File: src/rtl/rvfi_dmem_check_pkg.sv
// Shared constants and address helpers for the RVFI data-memory checker.
// Word width follows the RVFI_DMEM_XLEN macro so the package matches the harness XLEN.
`ifndef RVFI_DMEM_XLEN
`define RVFI_DMEM_XLEN 32
`endif
`ifndef RVFORMAL_ADDR_VALID
`define RVFORMAL_ADDR_VALID(a) 1'b1
`endif

package rvfi_dmem_check_pkg;
    localparam int PKG_XLEN = `RVFI_DMEM_XLEN;
    localparam int BYTES    = PKG_XLEN / 8;
    localparam int LANE_W   = (BYTES > 1) ? $clog2(BYTES) : 1;

    typedef logic [PKG_XLEN-1:0] addr_t;
    typedef logic [LANE_W-1:0]   lane_t;

    // Byte lane of an address inside its aligned word.
    function automatic lane_t lane_of(input addr_t addr);
        return addr[LANE_W-1:0];
    endfunction

    // Aligned word address containing a byte address.
    function automatic addr_t word_of(input addr_t addr);
        return addr & ~addr_t'(BYTES - 1);
    endfunction
endpackage

File: src/rtl/rvfi_dmem_shadow_word.sv
// One tracked word: byte-granular shadow data plus written bits, with a read view
// per slot that already includes stores from lower retire channels of the same cycle.
module rvfi_dmem_shadow_word
    import rvfi_dmem_check_pkg::*;
#(
    parameter int NRET = 1
) (
    input  logic                         clock,
    input  logic                         reset,
    input  logic [NRET*BYTES-1:0]        wr_hit,
    input  logic [NRET*BYTES*LANE_W-1:0] lane,
    input  logic [NRET*BYTES*8-1:0]      wdata,
    output logic [NRET*BYTES-1:0]        rd_written,
    output logic [NRET*BYTES*8-1:0]      rd_data
);
    localparam int NSLOT = NRET * BYTES;

    // NOTE: shadow bytes have no reset; written_q alone says whether a byte is meaningful.
    logic [7:0]       shadow_q [BYTES];
    logic [BYTES-1:0] written_q;

    // Slot s belongs to channel s/BYTES and must see stores of strictly lower channels only.
    always_comb begin
        rd_written = '0;
        rd_data    = '0;
        for (int s = 0; s < NSLOT; s++) begin
            rd_written[s]     = written_q[lane[s*LANE_W +: LANE_W]];
            rd_data[s*8 +: 8] = shadow_q[lane[s*LANE_W +: LANE_W]];
            for (int t = 0; t < NSLOT; t++) begin
                if ((t / BYTES) < (s / BYTES) && wr_hit[t] &&
                    lane[t*LANE_W +: LANE_W] == lane[s*LANE_W +: LANE_W]) begin
                    rd_written[s]     = 1'b1;
                    rd_data[s*8 +: 8] = wdata[t*8 +: 8];
                end
            end
        end
    end

    // NOTE: non-blocking updates in slot order, so the last (highest channel) store to a lane wins.
    always_ff @(posedge clock) begin
        if (reset) begin
            written_q <= '0;
        end else begin
            for (int t = 0; t < NSLOT; t++) begin
                if (wr_hit[t]) begin
                    written_q[lane[t*LANE_W +: LANE_W]] <= 1'b1;
                end
            end
        end
    end

    always_ff @(posedge clock) begin
        if (!reset) begin
            for (int t = 0; t < NSLOT; t++) begin
                if (wr_hit[t]) begin
                    shadow_q[lane[t*LANE_W +: LANE_W]] <= wdata[t*8 +: 8];
                end
            end
        end
    end
endmodule

File: src/rtl/rvfi_dmem_multi_check.sv
// RVFI data-memory consistency checker over NADDR shadowed words and NRET retire channels,
// reporting mismatches as an immediate assertion and as registered sticky status.
module rvfi_dmem_multi_check
    import rvfi_dmem_check_pkg::*;
#(
    parameter int                    XLEN       = 32,
    parameter int                    NRET       = 1,
    parameter int                    NADDR      = 2,
    parameter int                    ASSERT_EN  = 1,
    parameter int                    CNT_W      = 16,
    // Tracked addresses in simulation; formal builds pick them as solver constants.
    parameter logic [NADDR*XLEN-1:0] TRACK_ADDR = '0
) (
    input  logic                   clock,
    input  logic                   reset,
    input  logic                   enable,
    output logic [NADDR*XLEN-1:0]  dmem_addr,
    input  logic [NRET-1:0]        rvfi_valid,
    input  logic [NRET*XLEN-1:0]   rvfi_mem_addr,
    input  logic [NRET*XLEN/8-1:0] rvfi_mem_rmask,
    input  logic [NRET*XLEN/8-1:0] rvfi_mem_wmask,
    input  logic [NRET*XLEN-1:0]   rvfi_mem_rdata,
    input  logic [NRET*XLEN-1:0]   rvfi_mem_wdata,
    output logic                   err,
    output logic [$clog2(NRET):0]  err_chan,
    output logic [XLEN-1:0]        err_addr,
    output logic [CNT_W-1:0]       chk_cnt
);
    localparam int NSLOT  = NRET * BYTES;
    localparam int CHAN_W = $clog2(NRET) + 1;

`ifdef FORMAL
    (* anyconst *) logic [NADDR*XLEN-1:0] dmem_addr_raw;
`else
    logic [NADDR*XLEN-1:0] dmem_addr_raw;
    assign dmem_addr_raw = TRACK_ADDR;
`endif

    always_comb begin
        dmem_addr = '0;
        for (int n = 0; n < NADDR; n++) begin
            dmem_addr[n*XLEN +: XLEN] = word_of(dmem_addr_raw[n*XLEN +: XLEN]);
        end
    end

    // Slot s = channel*BYTES + byte; its mask bit and data byte share index s on the flat buses.
    logic [XLEN-1:0]         slot_addr  [NSLOT];
    logic [NSLOT*LANE_W-1:0] slot_lane;
    logic [NSLOT-1:0]        wr_hit     [NADDR];
    logic [NSLOT-1:0]        rd_hit     [NADDR];
    logic [NSLOT-1:0]        rd_written [NADDR];
    logic [NSLOT*8-1:0]      rd_data    [NADDR];

    always_comb begin
        slot_lane = '0;
        for (int n = 0; n < NADDR; n++) begin
            wr_hit[n] = '0;
            rd_hit[n] = '0;
        end
        for (int c = 0; c < NRET; c++) begin
            for (int i = 0; i < BYTES; i++) begin
                slot_addr[c*BYTES+i] = rvfi_mem_addr[c*XLEN +: XLEN] + XLEN'(i);
                slot_lane[(c*BYTES+i)*LANE_W +: LANE_W] = lane_of(slot_addr[c*BYTES+i]);
                for (int n = 0; n < NADDR; n++) begin
                    if (rvfi_valid[c] && `RVFORMAL_ADDR_VALID(slot_addr[c*BYTES+i]) &&
                        word_of(slot_addr[c*BYTES+i]) == dmem_addr[n*XLEN +: XLEN]) begin
                        wr_hit[n][c*BYTES+i] = rvfi_mem_wmask[c*BYTES+i];
                        rd_hit[n][c*BYTES+i] = enable && rvfi_mem_rmask[c*BYTES+i];
                    end
                end
            end
        end
    end

    for (genvar n = 0; n < NADDR; n++) begin : g_word
        rvfi_dmem_shadow_word #(
            .NRET(NRET)
        ) u_word (
            .clock      (clock),
            .reset      (reset),
            .wr_hit     (wr_hit[n]),
            .lane       (slot_lane),
            .wdata      (rvfi_mem_wdata),
            .rd_written (rd_written[n]),
            .rd_data    (rd_data[n])
        );
    end

    logic              fail_any;
    logic [CHAN_W-1:0] fail_chan;
    logic [XLEN-1:0]   fail_addr;
    logic [CNT_W:0]    num_chk;
    logic [CNT_W:0]    cnt_sum;

    // Walk slots from highest to lowest so the lowest channel, then lowest byte, is left captured.
    always_comb begin
        num_chk   = '0;
        fail_any  = 1'b0;
        fail_chan = '0;
        fail_addr = '0;
        for (int s = NSLOT - 1; s >= 0; s--) begin
            for (int n = 0; n < NADDR; n++) begin
                if (rd_hit[n][s] && rd_written[n][s]) begin
                    num_chk = num_chk + (CNT_W+1)'(1);
                    if (rd_data[n][s*8 +: 8] != rvfi_mem_rdata[s*8 +: 8]) begin
                        fail_any  = 1'b1;
                        fail_chan = CHAN_W'(s / BYTES);
                        fail_addr = slot_addr[s];
                    end
                end
            end
        end
    end

    assign cnt_sum = {1'b0, chk_cnt} + num_chk;

    if (ASSERT_EN != 0) begin : g_assert
        always_comb begin
            if (!reset) begin
                assert (!fail_any);
            end
        end
    end

    always_ff @(posedge clock) begin
        if (reset) begin
            err      <= 1'b0;
            err_chan <= '0;
            err_addr <= '0;
            chk_cnt  <= '0;
        end else begin
            chk_cnt <= cnt_sum[CNT_W] ? '1 : cnt_sum[CNT_W-1:0];
            if (fail_any && !err) begin
                err      <= 1'b1;
                err_chan <= fail_chan;
                err_addr <= fail_addr;
            end
        end
    end
endmodule

File: config.mk
export PLATFORM = sky130hd
export DESIGN_NAME = rvfi_dmem_multi_check
export DESIGN_NICKNAME = d
export VERILOG_FILES = /design/src/rtl/rvfi_dmem_check_pkg.sv /design/src/rtl/rvfi_dmem_shadow_word.sv /design/src/rtl/rvfi_dmem_multi_check.sv
export SDC_FILE = /design/constraint.sdc
export NUM_CORES = 1
export LEC_CHECK = 0
export ABC_AREA = 1
export ABC_CLOCK_PERIOD_IN_PS = 10420
export CAP_MARGIN = 20
export CORE_MARGIN = 2
export CORE_UTILIZATION = 57
export CTS_BUF_LIST = sky130_fd_sc_hd__clkbuf_8
export DETAILED_ROUTE_END_ITERATION = 7
export PLACE_DENSITY = 0.84
export SETUP_SLACK_MARGIN = 0.15
export SLEW_MARGIN = 20
export SYNTH_ARGS = -nofsm -noshare
export SYNTH_HDL_FRONTEND = slang
export SYNTH_HIERARCHICAL = 1
export SYNTH_SLANG_ARGS = --single-unit
File: constraint.sdc
create_clock -name clock -period 10.42 [get_ports clock]
set_input_delay 2.084 -clock clock [delete_from_list [all_inputs] [get_ports clock]]
set_output_delay 2.084 -clock clock [all_outputs]
set_load 0.05 [all_outputs]
==> out/metrics.yaml <==
cts_max_path_buffers: 2
slowest_stage: "clkdlybuf4s50_1"
min_path_type: "reg2reg"
avgViaCountPerCell: 6.03
dp_cells: 2646
grt_usage_pct: 42.3
seq_area_mm2: 0.00306
worst-path-max-fanout: 16
ys_async_sr_fraction_pct: 0
antenna_found_initial: 0
path_class: "in2reg"
ir_drop_mv: 0.0854
leakagePower_nw: 7.14
synth_seq_cells: 121
final_nets: 2471
synth.area.top_cells: "nand2_1, edfxtp_1, nand3_1"
status: "finished clean"
hold_violations: 0
drv_cap: 0
drt-total-wl_mm: 55.2
grt_max_degree: 55
routedWlPerCell_um: 20.6
grt_remaining_overflow: 0
diodes: 0
tightestPinTransition_ns: 1.09
die_w_um: 160
dr.pass1.iters: 6
netlist_area_mm2: 0.0139
fin_cells: 2678
final_cell_mix: "nand2_1, inv_1, nand3_1"
cts_tree: "built"
portBuffers: 156
cpMostUsedCell: "nand2_1"
rsz0062_at_grt: "false"
die_h_um: 160
cts.htree.levels: 4
ys_types: 52
drcViolationCount: 0
filler_cell_count: 2252
synth.top_cell.area_share_pct: 17.1
min_period_ns: 9.64
final_common_cell: "nand2_1"
layout-drive-gt1-share_pct: 9.56
drt_iter0_drc: 2049
clkSinkCount: 121
dpl.hpwl_mm: 43.1
via_count: 16200
clk_pin_slew_ns: 0.09
syn_inst: 2199
max_freq_ghz: 0.104
clk_latency_ns: 0.46
relSlewSlack_pct: 26.6
initial_core_util_pct: 57.7
cts-root-buf: "clkbuf_8"
cts_inserted_buffers: 17
startpoint_type: "input pin"
multi_input_area_mm2: 0.00919
synth_seq_area_share_pct: 22.0
area_delta_synth_final_pct: 13.7
setup-tns-final_ns: 0
finalClockSkew_ns: 0.0171
synth_edf_count: 64
fin_total_pwr_w: 0.00136
final_util_pct: 65.6
yosys_most_used_dff: "edfxtp_1"
post_cts.repair.setup_buffers: 0
setup_viol: 0
core-area_mm2: 0.0241
slew_viol_final: 0
endpoint_kind: "flop"
gp_congestion: 1.06
ios: 222
slowest_delay_ns: 0.60
antenna_left: 0
fin_crit_sh_pct: 92.5
dieArea_mm2: 0.0257
syn_avg_cell_area_um2: 6.32
grt_pass1_wl_mm: 84.5
grt_pass1_vias: 14900
powerDensity_mw_per_mm2: 85.7
yosys_warnings: 6
synth_largest_area_cell: "nand2_1"
worstPathRequired_ns: 10.81
num_rows: 57
crit_arrival_ns: 10.03
state kept, by name, indices dropped and copies added, names as in the netlist:
signal	count
chk_cnt	16
err	1
err_addr	32
g_word.u_word/shadow_q	64
g_word.u_word/written_q	8
where the power goes:
group / internal (W) / switching [W]
combinational: 0.000125 / 0.000288
clock: 0.000199 / 0.000237
sequential: 0.000504 / 0.00000225
metrics by stage:
stage | hold slack [ns] | setup WS, ns | cell area [µm²]
2_1_floorplan | 0.448 | 1.06 | 14200
5_1_grt | 0.457 | 0.137 | 15800
6_report | 0.441 | 0.781 | 15800
4_1_cts | 0.442 | 0.341 | 15800
3_3_place_gp | 0.425 | 0.221 | 15400
3_5_place_dp | 0.428 | -0.127 | 15400
critical path: cells and delay by family:
family	cells	cell delay, ns
AND/OR/NAND/NOR	26	3.54
adder cells (fa/ha/maj)	7	2.02
buffers and inverters	8	1.38
AO/OA/AOI/OAI	6	0.79
XOR/XNOR	2	0.26
kinds of logic (layout without fill, tap and decap cells):
| logic type | count (synthesis) | in the layout | synth area share [%] |
|---|---|---|---|
| and+or+nand+nor | 1299 | 1299 | 42.7 |
| adders and majority gates | 22 | 22 | 2.03 |
| DFF | 121 | 121 | 22.0 |
| other | 1 | 68 | 0.0270 |
| AOI/OAI and AO/OA | 232 | 232 | 11.4 |
| xor gates and xnor gates | 127 | 127 | 8.00 |
| buffers and inverters | 397 | 485 | 13.8 |
worst paths after layout:
| kind | startpoint | endpoint | slack (ns) | cells past startpoint |
|---|---|---|---|---|
| setup / recovery | rvfi_mem_addr[1] | chk_cnt[15]$_SDFF_PP0_ | 0.78 | 49 |
| hold / removal | err_addr[24]$_SDFFE_PP0P_ | err_addr[24]$_SDFFE_PP0P_ | 0.44 | 2 |
| setup reg to reg | g_word[1].u_word/written_q[2]$_SDFF_PP0_ | chk_cnt[15]$_SDFF_PP0_ | 4.07 | 39 |
| hold reg to reg | err_addr[24]$_SDFFE_PP0P_ | err_addr[24]$_SDFFE_PP0P_ | 0.44 | 2 |
metal layers:
metal / routed length [µm] / vias to the layer above / part of all wire [%] / global-route usage [%]
li1: - / 7320 / - / -
met1: 20000 / 7332 / 36 / 52.3
met2: 25100 / 1226 / 45 / 69.0
met3: 5870 / 278 / 11 / 6.29
met4: 4290 / 0 / 7.8 / 27.6
met5: 0 / - / 0 / 0
layout make-up:
cell class                      count  share of cell area, %
Tap cell                          324                   2.56
Clock inverter                     15                  0.989
Inverter                          276                   6.55
Multi-Input combinational cell   1748                   58.2
Sequential cell                   121                   19.4
Clock buffer                       17                   1.48
Timing Repair Buffer              177                   10.9
cells in the mapped netlist (4+ instances only):
master       n
a21oi_1     51
a21oi_2     29
a22oi_1     54
and2_1       7
buf_2       26
buf_4       69
buf_6       19
clkbuf_1     6
clkinv_1     6
dfxtp_1     57
edfxtp_1    64
ha_1        21
inv_1      256
inv_2       14
nand2_1    635
nand2_2     39
nand2_4     13
nand3_1    255
nand3_2      7
nand3b_1     5
nand4_1     43
nor2_1     205
nor2_2      33
nor2_4      19
nor3_1      11
nor4_1      12
o2111ai_1    9
o211ai_1    34
o21ai_0     31
o21ai_1      5
o21bai_1     4
o221ai_1     8
xnor2_1     51
xor2_1      76
what timing repair did:
item,CTS,global route
resized for setup,0,11
endpoints found under the setup margin,0,15
hold buffers,0,0
Power figures use the tool's default switching activity.
